**config.mk**
```make
export PLATFORM = sky130hd
export DESIGN_NAME = pe_feeder
export DESIGN_NICKNAME = d
export VERILOG_FILES = /design/src/rtl/pe_feeder_pkg.sv /design/src/rtl/pe_feeder.sv
export SDC_FILE = /design/constraint.sdc
export NUM_CORES = 1
export LEC_CHECK = 0
export BUFFER_PORTS_ARGS = -buffer_cell sky130_fd_sc_hd__buf_2
export CELL_PAD_IN_SITES_DETAIL_PLACEMENT = 1
export CELL_PAD_IN_SITES_GLOBAL_PLACEMENT = 2
export CORE_MARGIN = 2
export CORE_UTILIZATION = 28
export CTS_CLUSTER_SIZE = 28
export DETAILED_ROUTE_END_ITERATION = 16
export PLACE_DENSITY_LB_ADDON = 0.1
export SETUP_SLACK_MARGIN = 0.15
export SLEW_MARGIN = 5
export SYNTH_ARGS = -nofsm -noshare
export SYNTH_HDL_FRONTEND = slang
export SYNTH_SLANG_ARGS = --single-unit
```
**constraint.sdc**
```tcl
create_clock -name aclk -period 2.1 [get_ports aclk]
set_clock_uncertainty 0.2 [all_clocks]
set_input_delay 0.105 -clock aclk [delete_from_list [all_inputs] [get_ports aclk]]
set_output_delay 0.105 -clock aclk [all_outputs]
set_load 0.005 [all_outputs]
```
**src/rtl/pe_feeder_pkg.sv**
```systemverilog
// Shared definitions for the PE operand feeder: controller states, fetch phases and
// the default address / accumulator widths.
package pe_feeder_pkg;

   localparam int unsigned DefaultAddrW = 8;
   localparam int unsigned DefaultAccW  = 32;

   typedef enum logic [2:0] {
      StIdle,
      StPrefetch,
      StIssue,
      StWait,
      StResult
   } pf_state_e;

   // Operand fetch progress: request issued, data being captured, operands ready.
   typedef enum logic [1:0] {
      FetchReq,
      FetchCap,
      FetchDone
   } fetch_e;

endpackage

```
**src/rtl/pe_feeder.sv**
```systemverilog
// Streams operand pairs from a shared-address A/B RAM into a feedback MAC PE and
// returns the final dot product through a valid/ready result port.
module pe_feeder
   import pe_feeder_pkg::*;
#(
   parameter int unsigned ADDR_W = DefaultAddrW,
   parameter int unsigned ACC_W  = DefaultAccW
) (
   input  logic              aclk,
   input  logic              aresetn,
   input  logic              start,
   input  logic [ADDR_W:0]   len,
   output logic              busy,
   output logic              ram_en,
   output logic [ADDR_W-1:0] ram_addr,
   input  logic [7:0]        a_rdata,
   input  logic [7:0]        b_rdata,
   output logic [7:0]        pe_ain,
   output logic [7:0]        pe_din,
   output logic              pe_valid,
   output logic              pe_term,
   input  logic              pe_dvalid,
   input  logic [ACC_W-1:0]  pe_dout,
   output logic              res_valid,
   output logic [ACC_W-1:0]  res_data,
   input  logic              res_ready
);

   localparam logic [ADDR_W:0] CntOne = {{ADDR_W{1'b0}}, 1'b1};

   pf_state_e        state_q;
   fetch_e           fetch_q;
   logic [ADDR_W:0]  cnt_q;
   logic [ADDR_W:0]  len_q;
   logic [7:0]       op_a_q;
   logic [7:0]       op_b_q;
   logic [7:0]       hold_a_q;
   logic [7:0]       hold_b_q;
   logic [ACC_W-1:0] res_data_q;

   logic more;
   logic issue_wait;

   assign more       = (cnt_q != len_q);
   // The PE presents its feedback only while pe_dvalid is high, so the follow-on
   // issue must happen in that very cycle.
   assign issue_wait = (state_q == StWait) && more && pe_dvalid;

   always_ff @(posedge aclk or negedge aresetn) begin
      if (!aresetn) begin
         state_q    <= StIdle;
         fetch_q    <= FetchReq;
         cnt_q      <= '0;
         len_q      <= '0;
         op_a_q     <= '0;
         op_b_q     <= '0;
         hold_a_q   <= '0;
         hold_b_q   <= '0;
         res_data_q <= '0;
      end else begin
         unique case (state_q)
            StIdle: begin
               if (start) begin
                  len_q   <= len;
                  cnt_q   <= '0;
                  fetch_q <= FetchReq;
                  if (len == '0) begin
                     res_data_q <= '0;
                     state_q    <= StResult;
                  end else begin
                     state_q <= StPrefetch;
                  end
               end
            end
            StPrefetch: begin
               if (fetch_q == FetchReq) begin
                  fetch_q <= FetchCap;
               end else begin
                  op_a_q  <= a_rdata;
                  op_b_q  <= b_rdata;
                  fetch_q <= FetchDone;
                  state_q <= StIssue;
               end
            end
            StIssue: begin
               hold_a_q <= op_a_q;
               hold_b_q <= op_b_q;
               cnt_q    <= cnt_q + CntOne;
               fetch_q  <= FetchReq;
               state_q  <= StWait;
            end
            StWait: begin
               if (issue_wait) begin
                  hold_a_q <= op_a_q;
                  hold_b_q <= op_b_q;
                  cnt_q    <= cnt_q + CntOne;
                  fetch_q  <= FetchReq;
               end else if (more) begin
                  // Next pair is fetched while the PE is still computing.
                  if (fetch_q == FetchReq) begin
                     fetch_q <= FetchCap;
                  end else if (fetch_q == FetchCap) begin
                     op_a_q  <= a_rdata;
                     op_b_q  <= b_rdata;
                     fetch_q <= FetchDone;
                  end
               end else if (pe_dvalid) begin
                  res_data_q <= pe_dout;
                  state_q    <= StResult;
               end
            end
            StResult: begin
               if (res_ready) begin
                  state_q <= StIdle;
               end
            end
            default: begin
               state_q <= StIdle;
            end
         endcase
      end
   end

   always_comb begin
      busy      = (state_q != StIdle);
      ram_en    = ((state_q == StPrefetch) || ((state_q == StWait) && more)) &&
                  (fetch_q == FetchReq);
      ram_addr  = ram_en ? cnt_q[ADDR_W-1:0] : '0;
      pe_term   = (state_q == StIssue);
      pe_valid  = pe_term || issue_wait;
      // Issue-cycle operands come straight from the fetch registers; otherwise the
      // last issued pair is held so the PE inputs stay stable between issues.
      pe_ain    = pe_valid ? op_a_q : hold_a_q;
      pe_din    = pe_valid ? op_b_q : hold_b_q;
      res_valid = (state_q == StResult);
      res_data  = res_data_q;
   end

endmodule
```
==> impl_metrics.ini, run 1 <==
[run_status]
outcome = complete, but fails checks
violations = setup timing

[cts]
clk_latency_ns = 0.34
clkTransAtPathRegs_ns = 0.06
root_buffer = clkbuf_16
clockBufferDepth = 2
numCtsBuffers = 9
cts.sinks = 87
cts_tree = built
htreeDepth = 3

[setup_path]
rrSetupSlack_ns = -0.29
worstSetupEndpointType = output pin
required_ns = 1.79
cp-startpoint = len_q[8]
worstPathCellList = xnor2_2, and4_1, nand3_2, a21oi_4, buf_12, mux2_4, buf_6
worstReg2RegStart = cnt_q[5]
reg2reg_to = op_b_q[7]
critPathMaxFanout = 13
slowest_delay_ns = 0.42
cp-endpoint = pe_ain[2]
crit_type = reg2out
cp_slowest_cell = dfrtp_1
cp-start-kind = register
cp.arrival_ns = 2.19
reg2reg_depth = 11

[final_layout]
final_layout_size_suffix_gt1_frac = 0.480
fin_util = 0.488
n_antenna_cell = 0
final_cells = 824
fillCellCount = 1588
multi_input_comb_area_sq_um = 2180
nets = 698
area_growth_pct = 72.6
register_area_sq_um = 2180

[detailed_routing]
drt-total-wl_mm = 12.8
via_count = 3805
wire_per_inst_um = 15.5
drtPass1Iterations = 4
viasPerCell = 4.62
ant_nets = 0
drc_errors = 0
drt_iter0_markers = 107

[pwr]
pwr-share-seq = 0.287
ir_drop_v = 0.000772
leakagePower_nw = 3.40
finalPower_mw = 10.5
clockPowerShare = 0.157
p_sw_mw = 3.54
p_sw_frac = 0.335
power.density_nw_per_um2 = 1500
intPower_mw = 7.01
combPwrFrac = 0.556

[place]
dp_slack_ns = -0.153
dp.cells = 724
io_buffers = 122
place_congestion = 0.794
dp_hpwl_mm = 8.20

[sta]
setup_tns_ns = -18.59
max_freq_mhz = 401
slew_viol_final = 0
fin_crit_ns = 2.50
rsz0062_at_grt = true
period_share = 1.19
slew_headroom = 0.752
setup-violations-final = 88
hold_viol = 0
setup_slack_ns = -0.395
worstMarginPinSlew_ns = 0.371

[synthesis]
synth_cell_types = 45
synth_cells = 393
synthTopCellsByArea = dfrtp_1, mux2_2, nand2_1
yosysTopAreaCell = dfrtp_1
ys.flop_type = dfrtp_1
ys_ff_latch = 87
synth_top_area_frac = 0.536
syn_area_per_cell_sq_um = 10.3
ys_seq_area_frac = 0.536
yosys_warnings = 0
postSynth.asyncResetShare = 1.00
syn-num-nets = 456
syn_area_sq_um = 4060
synth_edf_count = 0

[grt]
grt_max_degree = 43
grt_pass1_vias = 4066
grt_pass1_wl_mm = 21.1
grt_overflow = 0
antenna_found_initial = 0
grtUsageTotal = 0.170

[floorplanning]
die_x_um = 124
io_pins = 123
rows = 44
coreArea_sq_um = 14400
dieArea_sq_um = 15500
die_h_um = 124
initial_core_util = 0.283

[run]
drv_cap = 0

[worst_hold_path]
hold_class = in2async
==> kinds of logic after synthesis <==
group           count (synthesis)  synth area share
simple gates                  150             0.169
flops                          87             0.536
compound gates                 68             0.105
mux                            50             0.138
buf+inv                        28            0.0296
xor+xnor                        9            0.0194
fa+ha+maj                       1           0.00308
==> synth_stat cells, types with 2 or more instances <==
cell	instances
mux2_2	48
and2_1	10
or3_1	5
inv_1	6
a21oi_1	11
nor2_1	6
buf_2	6
or4_1	4
o41ai_1	2
nand4_1	3
o31ai_1	4
and4_1	2
nand3_1	6
nor4_1	2
dfrtp_1	87
a21o_1	2
nand2_1	98
o21ai_0	34
xnor2_1	9
clkbuf_1	14
o21ai_1	4
and3_1	3
nor3_1	5
==> routing by layer <==
metal,vias to the layer above,global-route usage,share of wire
li1,1842,-,-
met1,1874,0.217,0.45
met2,75,0.289,0.50
met3,14,0.0348,0.034
met4,0,0.0575,0.014
met5,-,0,0
==> registers in the layout (all words and copies together) (netlist names), 3 cells and up <==
register,cells
res_data,32
hold_b_q,8
cnt_q,9
len_q,9
op_b_q,8
hold_a_q,8
op_a_q,8
state_q,3
==> cells in the final DEF, fill, tap and decap left out, drive strengths merged, types with 2 or more instances in the layout <==
cell,n
nor3,6
nand2,98
o41ai,4
nor4,2
or3,5
mux2,49
a21o,2
xnor2,9
clkinv,3
clkbuf,12
nand3,7
o21ai,38
a21oi,12
dfrtp,87
and3,3
nor2,6
and2,10
inv,6
buf,191
o31ai,4
or4,4
dlygate4sd3,60
nand4,4
and4,2
==> power groups by stage <==
stage | Combinational (mW) | Clock, mW | Sequential (mW)
after floorplan | 2.64 | 0 | 2.90
after global placement | 4.24 | 0 | 2.98
after detailed placement | 4.32 | 0 | 3.00
after CTS | 5.48 | 1.71 | 3.01
after global routing | 6.33 | 1.78 | 3.14
final | 5.87 | 1.65 | 3.03
==> through the flow <==
| step | hold WS, ns | area (sq um) |
|---|---|---|
| after global routing | 0.0441 | 7010 |
| final | 0.0169 | 7010 |
| after detailed placement | -0.154 | 5390 |
| after CTS | 0.0201 | 6770 |
| after global placement | -0.151 | 5390 |
| after floorplan | -0.391 | 4260 |
==> worst max-delay path: cells and delay by family, from the launching register on <==
kind	cells	cell delay, ns
and+or+nand+nor	2	0.37
AOI/OAI and AO/OA	1	0.22
DFF	1	0.42
buffers and inverters	2	0.32
muxes	1	0.32
xor gates and xnor gates	1	0.20
==> what timing repair did <==
item,CTS,global route
pin swaps,22,8
setup endpoints to repair,103,104
buffers inserted,11,9
endpoints found under the hold margin,146,0
gates cloned,4,1
gates resized for setup,65,44
hold buffers,60,0
==> worst min path at each step <==
| stage | cells past startpoint | end | start | slack, ns |
|---|---|---|---|---|
| after floorplan | 0 | cnt_q[0] | aresetn | -0.39 |
| after global placement | 1 | cnt_q[3] | aresetn | -0.15 |
| after detailed placement | 1 | cnt_q[3] | aresetn | -0.15 |
| after CTS | 2 | cnt_q[6] | aresetn | 0.02 |
| after global routing | 2 | cnt_q[4] | aresetn | 0.04 |
| final | 2 | cnt_q[6] | aresetn | 0.02 |
==> final cells by class <==
| cell class | count | area share |
|---|---|---|
| repair buffers | 253 | 0.299 |
| flip-flops and latches | 87 | 0.311 |
| clock inverters | 5 | 0.00803 |
| multi-input cells | 278 | 0.310 |
| well taps | 184 | 0.0328 |
| clock buffers | 11 | 0.0360 |
| inverters | 6 | 0.00321 |
Note: power is estimated with default switching activity, not from simulation.
==> inputs of run 2 (changes only) <==
--- a/config.mk
+++ b/config.mk
@@ -6,13 +6,10 @@
 export NUM_CORES = 1
 export LEC_CHECK = 0
 export BUFFER_PORTS_ARGS = -buffer_cell sky130_fd_sc_hd__buf_2
-export CELL_PAD_IN_SITES_DETAIL_PLACEMENT = 1
-export CELL_PAD_IN_SITES_GLOBAL_PLACEMENT = 2
 export CORE_MARGIN = 2
-export CORE_UTILIZATION = 28
+export CORE_UTILIZATION = 32
 export CTS_CLUSTER_SIZE = 28
 export DETAILED_ROUTE_END_ITERATION = 16
-export PLACE_DENSITY_LB_ADDON = 0.1
 export SETUP_SLACK_MARGIN = 0.15
 export SLEW_MARGIN = 5
 export SYNTH_ARGS = -nofsm -noshare
==> run 2 against run 1 <==
Compared with the run above:
- the run still ends with setup timing left
- routed wire length rose by 3.4%
- clock power fell by 7%
- cell count fell by 1.2%
- core utilization rose by 7.3 points
- die area fell by 12%
- hold slack improved by 0.026 ns
- largest cell class unchanged
- highest routed layer unchanged
==> impl_metrics.ini, run 2 (same netlist as run 1, synthesis figures left out) <==
[run_status]
outcome = complete, but fails checks
violations = setup timing

[grt]
use_met3 = 0.0509
grt.busiest_layer = met2
grtUsageTotal = 0.188
grt_util_met1 = 0.235
grt_pass1_wl_mm = 19.8
grt_use_met2 = 0.313
antenna_found_initial = 0
grt_max_degree = 56
grt_overflow = 0
grt_pass1_vias = 4064

[detailed_routing]
ant_nets = 0
viasPerCell = 4.88
drtPass1Iterations = 4
drt-total-wl_mm = 13.2
drt_iter0_markers = 165
drc_errors = 0
wire_per_inst_um = 16.3
via_count = 3971

[place]
place_congestion = 0.795
dp.cells = 710
io_buffers = 122
dp_hpwl_mm = 7.23
place_area_sq_um = 5360

[run]
drv_cap = 0

[final_layout]
design_area_sq_um = 7020
area_growth_pct = 72.8
nets = 700
mostFrequentLayoutCell = buf_2
fin_util = 0.561
largest_reg_flops = 32
final_cell_mix = buf_2, nand2_1, dfrtp_1
n_antenna_cell = 0
final_layout_size_suffix_gt1_frac = 0.478
final_cells = 814

[cts]
clockBufferDepth = 2
clkTransAtPathRegs_ns = 0.06
cts_tree = built
htreeDepth = 3
numCtsBuffers = 9
clk_latency_ns = 0.34
cts.sinks = 87
root_buffer = clkbuf_16

[sta]
rsz0062_at_grt = true
period_share = 1.19
slew_viol_final = 0
max_freq_mhz = 402
slew_headroom = 0.709
whs_ns = 0.0426
setup-violations-final = 83
setup_slack_ns = -0.391
worstMarginPinSlew_ns = 0.436
hold_viol = 0
fin_crit_ns = 2.49

[pwr]
leakagePower_nw = 3.43
power.density_nw_per_um2 = 1510
ir_drop_v = 0.000655

[worst_hold_path]
hold_class = in2async

[floorplanning]
die_x_um = 117
coreArea_sq_um = 12500
initial_core_util = 0.325
die_h_um = 117
rows = 41
dieArea_sq_um = 13600
io_pins = 123

[setup_path]
cp.arrival_ns = 2.19
required_ns = 1.79
worstSetupEndpointType = output pin
crit_type = reg2out
critPathMaxFanout = 7
cp-start-kind = register
[run 2: cell types whose count changed in the layout (fill, tap and decap cells not counted), moves of 8 or more]
cell,change
o21ai_1,+13
o21ai_0,-21
o21ai_2,+8
buf_2,+10
buf_6,-15
and2_4,-8
[run 2: path summary, 6_finish.rpt]
| path | slack, ns | cells past startpoint | startpoint | to |
|---|---|---|---|---|
| setup / recovery | -0.39 | 8 | len_q[0] | pe_din[1] |
| hold / removal | 0.04 | 2 | aresetn | res_data[10] |
| setup reg to reg | -0.37 | 11 | cnt_q[0] | op_b_q[3] |
| hold reg to reg | 0.31 | 2 | len_q[3] | len_q[3] |
| max in group asynchronous | 1.02 | 3 | aresetn | state_q[0] |
| min in group aclk | 0.08 | 3 | pe_dvalid | fetch_q[0] |
[run 2: layout make-up]
class,count,area (sq um)
Timing Repair Buffer,255,2150
Tap cell,172,215
Inverter,6,22.5
Multi-Input combinational cell,278,2170
Clock buffer,10,239
Fill cell,1073,5500
Sequential cell,87,2180
Clock inverter,6,45.0
[run 2: per-stage QoR]
| step | TNS (ns) | power, mW | setup WS [ns] |
|---|---|---|---|
| finish | -17.48 | 10.6 | -0.391 |
| global route | -25.11 | 11.2 | -0.475 |
| CTS | -16.22 | 10.1 | -0.434 |
| detailed placement | -3.23 | 7.27 | -0.116 |
| global placement | -1.22 | 7.16 | -0.0745 |
| floorplan | 0 | 5.54 | 0.0219 |
[run 2: timing repair]
action | 4_1_cts | 5_1_grt
cloned | 4 | 8
endpoints found under the setup margin | 103 | 104
pin swaps | 6 | 6
hold buffers | 60 | 0
buffers inserted | 9 | 7
endpoints found under the hold margin | 146 | 0
gates resized for setup | 51 | 59
[run 2: per-layer routing]
| layer | up-vias | part of all wire |
|---|---|---|
| met5 | - | 0 |
| met4 | 0 | 0.024 |
| met3 | 29 | 0.060 |
| met2 | 165 | 0.51 |
| met1 | 1923 | 0.40 |
| li1 | 1854 | - |
[run 2: worst max-delay path, stage by stage, from the launching register on]
cell	delay [ns]
dfrtp_1	0.41
xnor2_2	0.19
and4_4	0.27
nand3_4	0.08
a21oi_4	0.17
buf_6	0.15
buf_12	0.13
mux2_4	0.31
buf_6	0.12
[run 2: report_power, final]
part           switching, mW  leakage (nW)  total [mW]  internal, mW
Combinational           2.34          2.19        6.01          3.67
Sequential             0.615          1.11        3.06          2.45
Clock                  0.701         0.131        1.54         0.839
Total                   3.66          3.43        10.6          6.95
